<file path="src/rtl/uart_byte_rx.sv">
// uart_byte_rx: 8N1 UART receiver with a one-byte valid/ready output holding stage.
//   clk            : system clock, the only clock
//   rst            : synchronous active-high reset
//   rx_pin         : asynchronous serial input, idle high
//   rx_data        : last received byte, stable while rx_data_valid unless overrun
//   rx_data_valid  : rx_data holds an unconsumed byte
//   rx_data_ready  : consumer accepts the byte when valid && ready at a clock edge
//   frame_err      : one-cycle pulse, stop bit sampled low
//   overrun        : one-cycle pulse, an unconsumed byte was overwritten
module uart_byte_rx #(
    parameter int unsigned CLK_FRE   = 50,
    parameter int unsigned BAUD_RATE = 115200
) (
    input  logic       clk,
    input  logic       rst,
    input  logic       rx_pin,
    output logic [7:0] rx_data,
    output logic       rx_data_valid,
    input  logic       rx_data_ready,
    output logic       frame_err,
    output logic       overrun
);

    localparam int unsigned CYCLE = CLK_FRE * 1000000 / BAUD_RATE;
    localparam int unsigned HALF  = CYCLE / 2;
    localparam int unsigned CNT_W = $clog2(CYCLE);

    typedef enum logic [1:0] {
        IDLE,
        START,
        DATA,
        STOP
    } state_t;

    state_t             state;
    logic [CNT_W-1:0]   cnt;
    logic [2:0]         bit_cnt;
    logic [7:0]         shift;
    logic               sync1;
    logic               sync2;
    logic               prev;
    logic               rx_fall_c;

    // Synchroniser plus edge-detect flop; all reset low so a line held low
    // through reset must first be seen high before a start edge can occur.
    always_ff @(posedge clk) begin
        if (rst) begin
            sync1 <= 1'b0;
            sync2 <= 1'b0;
            prev  <= 1'b0;
        end else begin
            sync1 <= rx_pin;
            sync2 <= sync1;
            prev  <= sync2;
        end
    end

    assign rx_fall_c = prev & ~sync2;

    // Frame state machine, bit-centre sampling and output holding stage.
    always_ff @(posedge clk) begin
        if (rst) begin
            state         <= IDLE;
            cnt           <= '0;
            bit_cnt       <= '0;
            shift         <= '0;
            rx_data       <= '0;
            rx_data_valid <= 1'b0;
            frame_err     <= 1'b0;
            overrun       <= 1'b0;
        end else begin
            frame_err <= 1'b0;
            overrun   <= 1'b0;

            if (rx_data_valid && rx_data_ready) begin
                rx_data_valid <= 1'b0;
            end

            case (state)
                IDLE: begin
                    if (rx_fall_c) begin
                        state <= START;
                        cnt   <= '0;
                    end
                end

                // Re-check the line half a bit in; a high level means a glitch.
                START: begin
                    if (cnt == CNT_W'(HALF - 1)) begin
                        cnt     <= '0;
                        bit_cnt <= '0;
                        state   <= sync2 ? IDLE : DATA;
                    end else begin
                        cnt <= cnt + CNT_W'(1);
                    end
                end

                // LSB first: each sample enters at the top and shifts down.
                DATA: begin
                    if (cnt == CNT_W'(CYCLE - 1)) begin
                        cnt     <= '0;
                        shift   <= {sync2, shift[7:1]};
                        bit_cnt <= bit_cnt + 3'd1;
                        if (bit_cnt == 3'd7) begin
                            state <= STOP;
                        end
                    end else begin
                        cnt <= cnt + CNT_W'(1);
                    end
                end

                // Decide at mid stop bit so the next start edge is caught early.
                STOP: begin
                    if (cnt == CNT_W'(CYCLE - 1)) begin
                        cnt   <= '0;
                        state <= IDLE;
                        if (sync2) begin
                            rx_data       <= shift;
                            rx_data_valid <= 1'b1;
                            overrun       <= rx_data_valid & ~rx_data_ready;
                        end else begin
                            frame_err <= 1'b1;
                        end
                    end else begin
                        cnt <= cnt + CNT_W'(1);
                    end
                end

                default: state <= IDLE;
            endcase
        end
    end

endmodule

</file>
<file path="config.mk">
export PLATFORM = sky130hd
export DESIGN_NAME = uart_byte_rx
export DESIGN_NICKNAME = d
export VERILOG_FILES = /design/src/rtl/uart_byte_rx.sv
export SDC_FILE = /design/constraint.sdc
export NUM_CORES = 1
export LEC_CHECK = 0
export BUFFER_PORTS_ARGS = -buffer_cell sky130_fd_sc_hd__buf_2
export CELL_PAD_IN_SITES_DETAIL_PLACEMENT = 0
export CELL_PAD_IN_SITES_GLOBAL_PLACEMENT = 2
export CORE_UTILIZATION = 32
export CTS_CLUSTER_SIZE = 14
export DETAILED_ROUTE_END_ITERATION = 16
export PLACE_DENSITY_LB_ADDON = 0.08
export SLEW_MARGIN = 10
export SYNTH_ARGS = -nofsm -noshare
export SYNTH_HDL_FRONTEND = slang
export SYNTH_SLANG_ARGS = --single-unit
</file>
<file path="constraint.sdc">
create_clock -name clk -period 1.7 [get_ports clk]
set_input_delay 0.085 -clock clk [delete_from_list [all_inputs] [get_ports clk]]
set_output_delay 0.085 -clock clk [all_outputs]
set_load 0.005 [all_outputs]
</file>
==> flow_metrics.env, run 1 <==
export IMPL_die_h_um=72.2
export IMPL_grt_pass1_vias=1291
export IMPL_yosysTopAreaCell="dfxtp_1"
export IMPL_design_area_um2=2020
export IMPL_tightest_slew_ps=362
export IMPL_areaGrowthSynthToFinish_pct=27.8
export IMPL_htreeDepth=2
export IMPL_fillers=482
export IMPL_cp_end_kind="register"
export IMPL_coreArea_um2=4720
export IMPL_syn_avg_cell_area_um2=9.17
export IMPL_p_per_area_nw_per_um2=805
export IMPL_wl_mm=3.61
export IMPL_worst_setup_path_start_kind="register"
export IMPL_cts_tree="yes"
export IMPL_fmax_mhz=559
export IMPL_ys_types=32
export IMPL_netlist_top_cells_count="36 x dfxtp_1, 20 x nor2_1, 17 x mux2i_1, 15 x a21oi_1, 14 x nand2_1"
export IMPL_synth_most_common_cell="dfxtp_1"
export IMPL_overflow=0
export IMPL_max_slew_margin_pct=75.9
export IMPL_drive_above_1_share_pct=25.8
export IMPL_die_area_um2=5220
export IMPL_yosys_warnings=0
export IMPL_place_ws_ps=-104
export IMPL_max_cap_violations=0
export IMPL_synth_area_leaders="dfxtp_1 46%, mux2i_1 11%, a21oi_1 4.8%"
export IMPL_syn_cell_area_um2=1580
export IMPL_ir_drop_v=0.000407
export IMPL_grt_start_max_net_pins=21
export IMPL_antenna_found_initial=0
export IMPL_synth_nets=181
export IMPL_violations="setup timing"
export IMPL_period_minus_slack_ps=1790
export IMPL_register_area_um2=723
export IMPL_antenna_left=0
export IMPL_synth_edf_count=0
export IMPL_hold_path_class="input pin to register"
export IMPL_timing_hold_ws_ps=113
export IMPL_first_pass_iters=4
export IMPL_clock_sinks=36
export IMPL_setup_ws_ps=-90.0
export IMPL_slew_violations=0
export IMPL_synth_top_cell_area_share_pct=45.7
export IMPL_routedWlPerCell_um=13.1
export IMPL_vias=1361
export IMPL_yosys_most_used_dff="dfxtp_1"
export IMPL_worst_path_max_fanout=6
export IMPL_hold_viol=0
export IMPL_routed_via_density=4.93
export IMPL_reg2reg_from="cnt[2]$_SDFFE_PP0P_"
export IMPL_drc=0
export IMPL_yosysSeqAreaShare_pct=45.7
export IMPL_num_nets_final=217
export IMPL_setup_worst_path_class="register to register"
export IMPL_num_io_pins=15
export IMPL_setup_viol=12
export IMPL_setup_tns_final_ps=-553
export IMPL_dr_first_iter_drc_count=51
export IMPL_cts_buffers_inserted=5
export IMPL_clock_latency_ps=290
export IMPL_ys_async_sr_fraction_pct=0
export IMPL_start_util_pct=33.4
export IMPL_synth_cells=172
export IMPL_n_antenna_cell=0
export IMPL_dp_hpwl_mm=2.50
export IMPL_clk_path_buf_depth=2
export IMPL_num_rows=25
export IMPL_hold_path_startpoint="rx_data_ready"
export IMPL_die_x_um=72.2
export IMPL_finalCritPeriodShare_pct=105
export IMPL_critPathLaunch="cnt[2]$_SDFFE_PP0P_"
export IMPL_placed_cell_area_um2=1860
export IMPL_multi_input_area_um2=827
export IMPL_post_cts_buffers=0
export IMPL_status="finished, violations left"
export IMPL_io_buffers=14
export IMPL_total_leakage_power_nw=0.784
export IMPL_grt_pass1_wl_mm=6.15
export IMPL_arrival_ps=1950
export IMPL_rsz0062_at_grt="yes"
export IMPL_cp_required_ps=1860
export IMPL_globalplace_congestion=0.788
export IMPL_clock_skew_ps=6.51
export IMPL_clk_pin_slew_ps=80
export IMPL_cts_root_buf="clkbuf_8"
export IMPL_grt_util_all_layers_pct=15.5
export IMPL_ys_seq_elements=36
## critical path: stages (launching register included)
cell and delay, ps:
dfxtp_2 320, or4b_4 600, or4b_4 540, o211ai_1 120, a21oi_1 80
## power by group
part	leakage, nW	internal (W)	switching (W)
registers	0.292	0.000852	0.00000999
logic	0.441	0.0000491	0.0000635
clock network	0.0516	0.000331	0.000318
total	0.784	0.00123	0.000392
## metal layers
layer | global-route usage (%) | vias up | share of wire [%] | wire, um
li1 | - | 684 | - | -
met1 | 19.5 | 653 | 50 | 1790
met2 | 25.1 | 20 | 46 | 1670
met3 | 3.89 | 4 | 2.9 | 103
met4 | 6.75 | 0 | 1.3 | 48
met5 | 0 | - | 0 | 0
## layout make-up
cell class                 instances  share of cell area, %
tap                               67                   4.16
multi-input combinational        121                   41.0
clock inverter                     2                  0.682
sequential                        36                   35.9
timing repair buffer              38                   13.1
inverter                           6                   1.12
clock buffer                       6                   4.09
## stage by stage
step | utilization, % | cells | total power (W)
global route | 42.7 | 276 | 0.00170
floorplan | - | 172 | 0.000936
detailed placement | 39.3 | 265 | 0.000985
global placement | 39.3 | 265 | 0.000985
CTS | 42.1 | 275 | 0.00164
finish | 42.7 | 276 | 0.00162
## placed cells by master, fill, tap and decap left out, types with 2 or more instances in the layout
master	instances
dfxtp_1	34
nor2_1	20
buf_4	20
mux2i_1	17
nand2_1	14
a21oi_1	14
buf_2	14
o22ai_1	7
inv_1	6
clkbuf_8	6
ha_1	5
nand4_1	3
o211ai_1	3
a211oi_1	3
o21a_1	3
nor4_1	3
nor3_1	3
nor2b_1	3
nand2b_1	2
or4b_4	2
nand3_1	2
o31a_1	2
and2_1	2
dfxtp_2	2
buf_6	2
## logic make-up after synthesis
group / synth area share, %
buffers and inverters: 4.04
adder cells (fa/ha/maj): 3.97
flip-flops: 45.7
multiplexers: 10.8
AND/OR/NAND/NOR: 20.9
AO/OA/AOI/OAI: 14.6
## worst paths after layout
check	endpoint	slack, ps	cells past startpoint
setup / recovery	bit_cnt[2]$_SDFFE_PP0P_	-90	4
hold reg to reg	sync2$_SDFF_PP0_	440	1
setup reg to reg	bit_cnt[2]$_SDFFE_PP0P_	-90	4
hold / removal	rx_data_valid$_SDFF_PP0_	110	4
## sequential cells by signal (all words and copies together) (netlist names), named ones only
signal	count
frame_err	1
overrun	1
sync1	1
state	1
rx_data	8
bit_cnt	3
cnt	9
shift	8
prev	1
rx_data_valid	1
sync2	1
## timing repair
| item | in CTS | in global routing |
|---|---|---|
| pin swaps | 3 | 2 |
| endpoints found under the setup margin | 20 | 30 |
| hold buffers | 1 | 0 |
| hold endpoints to repair | 1 | 0 |
| gates resized for setup | 5 | 5 |
| gates cloned | 1 | 1 |
Power figures use the tool's default switching activity.
==> inputs of run 2 (changes only) <==
- CAP_MARGIN: default -> 15
- CORE_UTILIZATION: 32 -> 35
- TNS_END_PERCENT: default -> 1
- clock period: 1.7 -> 2.2 ns (I/O delays scaled with it)
==> flow_metrics.env, run 2 (synthesized netlist as in run 1, its figures left out) <==
export IMPL_max_cap_violations=0
export IMPL_areaGrowthSynthToFinish_pct=14.8
export IMPL_p_sw_share_pct=22.7
export IMPL_num_rows=24
export IMPL_start_util_pct=36.2
export IMPL_coreArea_um2=4350
export IMPL_clock_latency_ps=290
export IMPL_crit_end="shift[6]$_SDFFE_PP0P_"
export IMPL_worst_setup_path_start_kind="register"
export IMPL_cts_tree="yes"
export IMPL_p_int_w=0.000960
export IMPL_slew_violations=0
export IMPL_drive_above_1_share_pct=16.4
export IMPL_dr_first_iter_drc_count=40
export IMPL_globalplace_congestion=0.741
export IMPL_top_register="cnt"
export IMPL_fmax_mhz=532
export IMPL_vias=1251
export IMPL_max_slew_margin_pct=57.7
export IMPL_p_per_area_nw_per_um2=685
export IMPL_hold_viol=0
export IMPL_rsz0062_at_grt="no"
export IMPL_status="complete, no violations"
export IMPL_combPwrFrac_pct=4.9
export IMPL_setup_tns_final_ps=0
export IMPL_die_x_um=69.1
export IMPL_layout_common_cells="36 x dfxtp_1, 20 x nor2_1, 17 x mux2i_1, 15 x a21oi_1"
export IMPL_r2r_slack_ps=320
export IMPL_grt_pass1_wl_mm=5.33
export IMPL_io_buffers=14
export IMPL_cp_required_ps=2350
export IMPL_clk_pin_slew_ps=70
export IMPL_groute_layer_met3_usage_pct=4.68
export IMPL_stdcell_count=241
export IMPL_wl_mm=3.18
export IMPL_fillers=442
export IMPL_sequentialPowerShare_pct=54.0
export IMPL_num_io_pins=15
export IMPL_reg2reg_from="cnt[2]$_SDFFE_PP0P_"
export IMPL_period_minus_slack_ps=1880
export IMPL_clk_path_buf_depth=2
export IMPL_p_switching_w=0.000282
export IMPL_met2_usage_pct=21.4
export IMPL_overflow=0
export IMPL_critPathLaunch="cnt[2]$_SDFFE_PP0P_"
export IMPL_setup_viol=0
export IMPL_grt_start_max_net_pins=37
export IMPL_tightest_slew_ps=634
export IMPL_place_inst=234
export IMPL_drc=0
export IMPL_die_area_um2=4780
export IMPL_n_antenna_cell=0
export IMPL_finalCritPeriodShare_pct=85.4
export IMPL_worst_path_max_fanout=7
export IMPL_grt_pass1_vias=1130
export IMPL_clock_skew_ps=8.09
export IMPL_dp_hpwl_mm=2.12
export IMPL_grt_util_all_layers_pct=14.1
export IMPL_antenna_found_initial=0
export IMPL_antenna_left=0
export IMPL_cts_buffers_inserted=5
export IMPL_clock_sinks=36
export IMPL_power_frac_clock_pct=41.1
export IMPL_use_met1_pct=18.3
export IMPL_hold_buffers=0
export IMPL_mostFrequentLayoutCell="dfxtp_1"
export IMPL_cp_end_kind="register"
export IMPL_grt_busiest_layer="met2"
export IMPL_cts_root_buf="clkbuf_8"
export IMPL_ff2ff_path_depth=4
export IMPL_largest_register_ffs=9
export IMPL_num_nets_final=198
export IMPL_htreeDepth=2
export IMPL_top_regs="cnt: 9 flops, rx_data: 8 flops, shift: 8 flops"
export IMPL_hold_path_class="input pin to register"
export IMPL_first_pass_iters=4
export IMPL_die_h_um=69.1
export IMPL_total_leakage_power_nw=0.663
export IMPL_post_cts_buffers=0
export IMPL_arrival_ps=2030
export IMPL_cts_resized=0
export IMPL_routedWlPerCell_um=13.2
export IMPL_routed_via_density=5.19
export IMPL_ir_drop_v=0.000378
export IMPL_setup_worst_path_class="register to register"
export IMPL_r2r_end="shift[6]$_SDFFE_PP0P_"
## run 2: power by group through the flow
stage	clock network (W)	logic [W]	registers, W
floorplan	0	0.0000449	0.000679
global placement	0	0.0000611	0.000686
detailed placement	0	0.0000607	0.000686
CTS	0.000531	0.0000609	0.000671
global route	0.000560	0.0000686	0.000672
finish	0.000510	0.0000603	0.000671
## run 2: cell type report
class / count / area, um^2 / share of cell area, %
clock buffer: 7 / 96.3 / 5.32
inverter: 6 / 22.5 / 1.24
multi-input combinational: 121 / 800 / 44.1
sequential: 36 / 721 / 39.8
tap: 52 / 65.1 / 3.59
timing repair buffer: 19 / 108 / 5.94
## run 2: layer usage
layer / wire length (um) / vias to the layer above
met5: 0 / -
li1: - / 642
met4: 58 / 0
met2: 1390 / 15
met3: 106 / 6
met1: 1630 / 588
## run 2: critical path, stage by stage, from the launching register on
cell     delay [ps]
dfxtp_1         360
or4b_4          600
or4b_4          570
mux2i_1         170
nor2_1           50
## run 2: how the worst min path moves through the flow
stage | startpoint | to | slack (ps) | cells after the start
5_1_grt | rx_pin | sync1$_SDFF_PP0_ | 40 | 2
4_1_cts | rx_pin | sync1$_SDFF_PP0_ | 30 | 2
3_3_place_gp | rx_pin | sync1$_SDFF_PP0_ | 320 | 2
2_1_floorplan | rx_pin | sync1$_SDFF_PP0_ | 240 | 1
3_5_place_dp | rx_pin | sync1$_SDFF_PP0_ | 330 | 2
6_report | rx_pin | sync1$_SDFF_PP0_ | 30 | 2
## run 2: per-stage QoR
step / util, % / power [W] / area, um^2 / hold WS, ps / worst slack (ps)
2_1_floorplan: - / 0.000723 / 1580 / 238 / 427
3_3_place_gp: 39.4 / 0.000747 / 1720 / 321 / 340
3_5_place_dp: 39.4 / 0.000747 / 1720 / 331 / 318
4_1_cts: 41.6 / 0.00126 / 1810 / 29.9 / 293
5_1_grt: 41.6 / 0.00130 / 1810 / 36.9 / 147
6_report: 41.6 / 0.00124 / 1810 / 34.2 / 322
